==> src/rtl/adc2_conv_ctrl_if.sv <==
// Result handshake between the conversion sequencer and the digital back end.
// The sequencer is the master: it presents a result and waits for ready.
interface adc2_conv_ctrl_if;
    logic       result_valid;
    logic       result_ready;
    logic [1:0] result_data;
    logic       result_err;

    modport master (
        output result_valid,
        output result_data,
        output result_err,
        input  result_ready
    );

    modport slave (
        input  result_valid,
        input  result_data,
        input  result_err,
        output result_ready
    );
endinterface

==> src/rtl/adc2_conv_ctrl.sv <==
// Conversion sequencer for the 2-bit flash ADC front end.
// Each sample is: track (TRACK_CYC), hold/settle (SETTLE_CYC), one latch cycle.
// Bubble codes are discarded and retried up to MAX_RETRY times in a row.
// 2^AVG_LOG2 good samples are averaged (floor) into one result.
// Every output is a register loaded from the next-state decode, so the
// strobes line up exactly with the state they belong to.
module adc2_conv_ctrl #(
    parameter int TRACK_CYC  = 4,
    parameter int SETTLE_CYC = 2,
    parameter int AVG_LOG2   = 2,
    parameter int MAX_RETRY  = 3
) (
    input  logic                    clk,
    input  logic                    rst,
    input  logic                    start,
    input  logic                    cont,
    output logic                    track_o,
    output logic                    comp_latch_o,
    input  logic [2:0]              therm_i,
    adc2_conv_ctrl_if.master        res,
    output logic                    busy,
    output logic                    bubble_err,
    output logic [7:0]              err_cnt,
    input  logic                    err_clr
);
    localparam int ACC_W   = AVG_LOG2 + 2;
    localparam int SCNT_W  = AVG_LOG2 + 1;
    localparam int NSAMP   = 1 << AVG_LOG2;
    localparam int CYC_MAX = (TRACK_CYC > SETTLE_CYC) ? TRACK_CYC : SETTLE_CYC;
    localparam int CNT_W   = $clog2(CYC_MAX + 1);
    localparam int RTRY_W  = 5;

    typedef enum logic [2:0] {
        S_IDLE,
        S_TRACK,
        S_SETTLE,
        S_CAPTURE,
        S_DONE
    } state_t;

    state_t              state_reg, state_next;
    logic [CNT_W-1:0]    cyc_reg, cyc_next;
    logic [ACC_W-1:0]    acc_reg, acc_next;
    logic [SCNT_W-1:0]   scnt_reg, scnt_next;
    logic [RTRY_W-1:0]   retry_reg, retry_next;
    logic                track_reg, track_next;
    logic                latch_reg, latch_next;
    logic                valid_reg, valid_next;
    logic [1:0]          data_reg, data_next;
    logic                rerr_reg, rerr_next;
    logic                busy_reg, busy_next;
    logic                bubble_reg, bubble_next;
    logic [7:0]          ecnt_reg, ecnt_next;

    // A code is a legal thermometer code when no set bit sits above a clear one.
    logic [1:0]          mono;
    logic                code_ok;
    logic [1:0]          code_val;

    genvar gi;
    generate
        for (gi = 1; gi < 3; gi++) begin : g_mono
            assign mono[gi-1] = !therm_i[gi] || therm_i[gi-1];
        end
    endgenerate

    assign code_ok  = &mono;
    assign code_val = 2'(therm_i[0]) + 2'(therm_i[1]) + 2'(therm_i[2]);

    logic [ACC_W-1:0]  acc_sum;
    logic [SCNT_W-1:0] scnt_inc;
    logic [RTRY_W-1:0] retry_inc;
    logic              bad_capture;

    // Next-state, datapath and registered-output decode.
    always_comb begin
        state_next  = state_reg;
        cyc_next    = cyc_reg;
        acc_next    = acc_reg;
        scnt_next   = scnt_reg;
        retry_next  = retry_reg;
        valid_next  = valid_reg;
        data_next   = data_reg;
        rerr_next   = rerr_reg;
        bubble_next = bubble_reg;
        ecnt_next   = ecnt_reg;
        bad_capture = 1'b0;
        acc_sum     = acc_reg + ACC_W'(code_val);
        scnt_inc    = scnt_reg + SCNT_W'(1);
        retry_inc   = retry_reg + RTRY_W'(1);

        case (state_reg)
            S_IDLE: begin
                if (start || cont) begin
                    state_next = S_TRACK;
                    cyc_next   = '0;
                    acc_next   = '0;
                    scnt_next  = '0;
                    retry_next = '0;
                end
            end
            S_TRACK: begin
                if (cyc_reg == CNT_W'(TRACK_CYC - 1)) begin
                    state_next = S_SETTLE;
                    cyc_next   = '0;
                end else begin
                    cyc_next = cyc_reg + CNT_W'(1);
                end
            end
            S_SETTLE: begin
                if (cyc_reg == CNT_W'(SETTLE_CYC - 1)) begin
                    state_next = S_CAPTURE;
                    cyc_next   = '0;
                end else begin
                    cyc_next = cyc_reg + CNT_W'(1);
                end
            end
            S_CAPTURE: begin
                cyc_next = '0;
                if (code_ok) begin
                    acc_next   = acc_sum;
                    scnt_next  = scnt_inc;
                    retry_next = '0;
                    if (scnt_inc == SCNT_W'(NSAMP)) begin
                        state_next = S_DONE;
                        valid_next = 1'b1;
                        data_next  = acc_sum[AVG_LOG2 +: 2];
                        rerr_next  = 1'b0;
                    end else begin
                        state_next = S_TRACK;
                    end
                end else begin
                    bad_capture = 1'b1;
                    retry_next  = retry_inc;
                    if (retry_inc <= RTRY_W'(MAX_RETRY)) begin
                        state_next = S_TRACK;
                    end else begin
                        state_next = S_DONE;
                        valid_next = 1'b1;
                        data_next  = 2'd0;
                        rerr_next  = 1'b1;
                    end
                end
            end
            S_DONE: begin
                if (res.result_ready) begin
                    valid_next = 1'b0;
                    rerr_next  = 1'b0;
                    if (cont) begin
                        state_next = S_TRACK;
                        cyc_next   = '0;
                        acc_next   = '0;
                        scnt_next  = '0;
                        retry_next = '0;
                    end else begin
                        state_next = S_IDLE;
                    end
                end
            end
            default: state_next = S_IDLE;
        endcase

        // Clearing wins over a bad capture landing in the same cycle.
        if (err_clr) begin
            bubble_next = 1'b0;
            ecnt_next   = 8'd0;
        end else if (bad_capture) begin
            bubble_next = 1'b1;
            if (ecnt_reg != 8'hFF) begin
                ecnt_next = ecnt_reg + 8'd1;
            end
        end

        track_next = (state_next == S_TRACK);
        latch_next = (state_next == S_CAPTURE);
        busy_next  = (state_next != S_IDLE);
    end

    // State and output registers; reset discards any conversion in flight.
    always_ff @(posedge clk or posedge rst) begin
        if (rst) begin
            state_reg  <= S_IDLE;
            cyc_reg    <= '0;
            acc_reg    <= '0;
            scnt_reg   <= '0;
            retry_reg  <= '0;
            track_reg  <= 1'b0;
            latch_reg  <= 1'b0;
            valid_reg  <= 1'b0;
            data_reg   <= 2'd0;
            rerr_reg   <= 1'b0;
            busy_reg   <= 1'b0;
            bubble_reg <= 1'b0;
            ecnt_reg   <= 8'd0;
        end else begin
            state_reg  <= state_next;
            cyc_reg    <= cyc_next;
            acc_reg    <= acc_next;
            scnt_reg   <= scnt_next;
            retry_reg  <= retry_next;
            track_reg  <= track_next;
            latch_reg  <= latch_next;
            valid_reg  <= valid_next;
            data_reg   <= data_next;
            rerr_reg   <= rerr_next;
            busy_reg   <= busy_next;
            bubble_reg <= bubble_next;
            ecnt_reg   <= ecnt_next;
        end
    end

    assign track_o          = track_reg;
    assign comp_latch_o     = latch_reg;
    assign res.result_valid = valid_reg;
    assign res.result_data  = data_reg;
    assign res.result_err   = rerr_reg;
    assign busy             = busy_reg;
    assign bubble_err       = bubble_reg;
    assign err_cnt          = ecnt_reg;
endmodule

==> src/flat_wrapper.sv <==
// flat-port wrapper written by rule: the top's interface ports become plain ports
module adc2_conv_ctrl_flat 
#(
    parameter int TRACK_CYC  = 4,
    parameter int SETTLE_CYC = 2,
    parameter int AVG_LOG2   = 2,
    parameter int MAX_RETRY  = 3
)
  (clk, rst, start, cont, track_o, comp_latch_o, therm_i, busy, bubble_err, err_cnt, err_clr, res_result_valid, res_result_data, res_result_err, res_result_ready);
  adc2_conv_ctrl_if res_i ();
  input  logic clk;
  input  logic rst;
  input  logic start;
  input  logic cont;
  output logic track_o;
  output logic comp_latch_o;
  input  logic [2:0] therm_i;
  output logic busy;
  output logic bubble_err;
  output logic [7:0] err_cnt;
  input  logic err_clr;
  output wire logic [$bits(res_i.result_valid)-1:0] res_result_valid;
  output wire logic [$bits(res_i.result_data)-1:0] res_result_data;
  output wire logic [$bits(res_i.result_err)-1:0] res_result_err;
  input wire logic [$bits(res_i.result_ready)-1:0] res_result_ready;
  assign res_result_valid = res_i.result_valid;
  assign res_result_data = res_i.result_data;
  assign res_result_err = res_i.result_err;
  assign res_i.result_ready = res_result_ready;
  adc2_conv_ctrl #(.TRACK_CYC(TRACK_CYC), .SETTLE_CYC(SETTLE_CYC), .AVG_LOG2(AVG_LOG2), .MAX_RETRY(MAX_RETRY)) u_core (.clk(clk), .rst(rst), .start(start), .cont(cont), .track_o(track_o), .comp_latch_o(comp_latch_o), .therm_i(therm_i), .res(res_i), .busy(busy), .bubble_err(bubble_err), .err_cnt(err_cnt), .err_clr(err_clr));
endmodule
==> config.mk <==
export PLATFORM = sky130hd
export DESIGN_NAME = adc2_conv_ctrl_flat
export DESIGN_NICKNAME = d
export VERILOG_FILES = /design/src/rtl/adc2_conv_ctrl_if.sv /design/src/rtl/adc2_conv_ctrl.sv /design/src/flat_wrapper.sv
export SDC_FILE = /design/constraint.sdc
export NUM_CORES = 1
export LEC_CHECK = 0
export BUFFER_PORTS_ARGS = -buffer_cell sky130_fd_sc_hd__buf_2
export CAP_MARGIN = 0
export CORE_MARGIN = 2
export CORE_UTILIZATION = 55
export CTS_CLUSTER_SIZE = 28
export DETAILED_ROUTE_END_ITERATION = 16
export GPL_TIMING_DRIVEN = 0
export PLACE_DENSITY = 0.86
export SYNTH_ARGS = -nofsm -noshare
export SYNTH_HDL_FRONTEND = slang
export SYNTH_SLANG_ARGS = --single-unit
==> constraint.sdc <==
create_clock -name clk -period 3.8 [get_ports clk]
set_clock_uncertainty 0.2 [all_clocks]
set_input_delay 0.76 -clock clk [delete_from_list [all_inputs] [get_ports clk]]
set_output_delay 0.76 -clock clk [all_outputs]
set_load 0.02 [all_outputs]
==> flow_summary_export.csv <==
group,metric,value,unit
setup_path,critPathMaxFanout,4,
final_layout,layout_commonest_cell,"sky130_fd_sc_hd__dfrtp_1",
floorplan,die-height,65.49,µm
power_and_ir_drop,power.leakage,0.001115,µW
global_route,first_pass_grt_wire_length,7.514,mm
floorplan,floorplan.core_area,3661,µm²
timing,final-setup-viol-count,0,
floorplan,fp-row-count,22,
yosys,number_of_nets_in_the_synthesized_netlist,242,
setup_path,cp_data_required_time,3780,ps
routing,firstDrtPassIters,5,
setup_path,timing.rr.start,"u_core.acc_reg[0]$_DFFE_PP0P_",
cts,postCtsSetupRepairBufs,0,
routing,ant_nets,0,
yosys,synthCells,219,
routing,drt_wl_total,4.122,mm
cts,cts-resized-gates,0,
setup_path,kind_of_critical_path,"in -> reg",
floorplan,dieArea,4289,µm²
setup_path,cp.arrival,2650,ps
timing,fin_crit_sh,70.19,%
timing,timing.final.ws_setup,1133,ps
final_layout,antenna-diode-count,0,
timing,timing.max_slew.rel_slack,45.86,%
floorplan,boundaryPins,25,
place,detailedPlace.worstSlack,833.7,ps
final_layout,largest_reg_flops,8,
timing,report.final.slew_viol_count,0,
routing,detail_route.iter0.violations,119,
flow_run,cap_violations,0,
cts,clk-insertion-delay-late,290,ps
setup_path,start_kind,"primary input",
min_path,class_of_the_most_critical_hold_timing_path,"reg -> reg",
floorplan,die_width,65.49,µm
final_layout,final_net_count,273,
final_layout,finish.cell_count_without_fillers,299,
timing,final.setup.tns,0,ps
yosys,synth-async-reset-ratio,100.0,%
cts,ctsRootBufferMaster,"sky130_fd_sc_hd__clkbuf_8",
yosys,yosysSeqAreaShare,40.91,%
final_layout,post_route_cells_drive_above_1_share,17.93,%
cts,number_of_buffers_created_by_cts,5,
routing,avgViaCountPerCell,5.763,
final_layout,syn2layout_area_growth,13.06,%
outcome,run_status,"complete, no violations",
routing,detail_route.drc_violations,0,
place,place_inst,291,
floorplan,start_util,56.80,%
final_layout,most-common-layout-cells,"34 x sky130_fd_sc_hd__dfrtp_1, 25 x sky130_fd_sc_hd__buf_2, 20 x sky130_fd_sc_hd__nor2_1, 15 x sky130_fd_sc_hd__inv_1, 13 x sky130_fd_sc_hd__nand2_1",
place,globalplace.congestion,0.8447,
global_route,pin_count_of_the_biggest_net_entering_global_routing,35,
yosys,synth.avg_cell_area,9.495,µm²
global_route,grt.total_usage,22.56,%
yosys,yosys-top-cells-area,"sky130_fd_sc_hd__dfrtp_1 41%, sky130_fd_sc_hd__ha_1 7.2%, sky130_fd_sc_hd__nor2_1 3.6%, sky130_fd_sc_hd__a22o_1 2.9%, sky130_fd_sc_hd__inv_1 2.9%",
setup_path,critical_path.endpoint,"u_core.acc_reg[2]$_DFFE_PP0P_",
timing,tightestPinTransition,805.9,ps
power_and_ir_drop,pwr_density_cell,586.5,nW/µm²
routing,vias,1723,
yosys,top_ff_cell_synth,"sky130_fd_sc_hd__dfrtp_1",
setup_path,regToRegSetupSlack,1400,ps
timing,timing.final.hold_violations,0,
place,dpl-instance-area,2260,µm²
yosys,yosysTopAreaCellShare,40.91,%
cts,clk_transition_reported_paths,70,ps
timing,max_freq,374.9,MHz
place,dp_hpwl,2.913,mm
cts,cts_tree,"yes",
final_layout,number_of_fill_cells,323,
yosys,syn_area,2079,µm²
cts,clock-sinks,34,
timing,final.min_clock_period,2667,ps
setup_path,worst-r2r-cell-count,7,
setup_path,worstSetupStartpoint,"therm_i[0]",
final_layout,utilization,64.22,%
global_route,globalRoute.totalOverflow,0,
cts,clock_tree.htree_level_count,2,
yosys,synth_enable_flop_cells,0,
power_and_ir_drop,power.ir.vdd_worst,0.3010,mV
setup_path,timing.rr.end,"u_core.acc_reg[2]$_DFFE_PP0P_",
global_route,grt_pass1_vias,1672,
timing,rsz_0062_raised_after_global_routing,"false",
yosys,synthDominantAreaCellType,"sky130_fd_sc_hd__dfrtp_1",
cts,cts_buffer_depth,2,
yosys,postSynthRegisterBits,34,
global_route,initial_antenna_violation_count,0,
setup_path,endpoint_kind,"flop",
final_layout,layout.cell_area.non_filler,2351,µm²
yosys,synthDistinctLibCells,49,
place,port_buffers,24,
yosys,yosys_warnings,0,
routing,routed_wire_length_per_instance,13.79,µm
cts,holdBufCountCts,0,
## layer usage
metal	wire (µm)	global-route usage (%)	part of all wire, %	vias to the layer above
met3	138	5.137	3.3	8
met1	1946	29.96	47	827
met5	0	0	0	-
met4	65	7.552	1.6	0
met2	1972	36.48	48	40
li1	-	-	-	848
## stage by stage
stage	power, µW	hold slack, ps
4_1_cts	1386	304.7
2_1_floorplan	966.9	270.2
5_1_grt	1495	336.3
6_report	1379	298.0
3_3_place_gp	1086	274.4
3_5_place_dp	1104	287.9
## cell type report
cell class                 instances  area (µm²)  share of cell area (%)
timing repair buffer              24       120.1                   5.109
clock inverter                     1       5.005                  0.2129
multi-input combinational        162        1130                   48.06
inverter                          16       60.06                   2.555
buffer                             7       38.79                   1.650
clock buffer                       7       86.33                   3.672
sequential                        34       850.8                   36.19
tap                               48       60.06                   2.555
## where the power goes
part | internal [µW] | total [µW] | switching (µW)
combinational | 253 | 585 | 332
clock | 146 | 278 | 132
sequential | 449 | 516 | 67.0
## worst min path at each step
stage,startpoint,endpoint,depth (start not counted)
floorplan,u_core.acc_reg[3]$_DFFE_PP0P_,u_core.acc_reg[3]$_DFFE_PP0P_,1
global placement,u_core.bubble_err$_DFFE_PP0P_,u_core.bubble_err$_DFFE_PP0P_,2
detailed placement,u_core.bubble_err$_DFFE_PP0P_,u_core.bubble_err$_DFFE_PP0P_,2
CTS,u_core.bubble_err$_DFFE_PP0P_,u_core.bubble_err$_DFFE_PP0P_,2
global route,u_core.res.result_valid$_DFFE_PP0P_,u_core.res.result_valid$_DFFE_PP0P_,1
finish,u_core.bubble_err$_DFFE_PP0P_,u_core.bubble_err$_DFFE_PP0P_,2
## Yosys cell counts, drive strengths merged, types with 3 or more instances
master	instances
nand2b	5
nor3b	3
a221o	3
buf	3
nor3	10
nor2b	7
o21ai	6
a31oi	5
or4	3
nor2	20
and2	3
a21oi	10
dfrtp	34
xor2	4
nand2	13
inv	16
mux2i	3
or2	3
nand3	8
a22o	7
mux2	4
ha	12
clkbuf	4
## critical path, cell delays in order
cell and delay (ps):
sky130_fd_sc_hd__buf_2 130, sky130_fd_sc_hd__fa_1 530, sky130_fd_sc_hd__ha_1 160, sky130_fd_sc_hd__inv_1 60, sky130_fd_sc_hd__fa_1 450, sky130_fd_sc_hd__o31ai_1 250, sky130_fd_sc_hd__o21ai_0 120, sky130_fd_sc_hd__a22o_1 190
## kinds of logic after synthesis
kind of cell             Yosys count  share of synthesized area [%]
AO/OA/AOI/OAI                     47                          15.83
XOR/XNOR                           6                          2.527
adder cells (fa/ha/maj)           14                          9.145
buffers and inverters             23                          4.753
flip-flops                        34                          40.91
multiplexers                       7                          3.610
AND/OR/NAND/NOR                   88                          23.23
No activity file was read; power rests on OpenSTA's default activity.
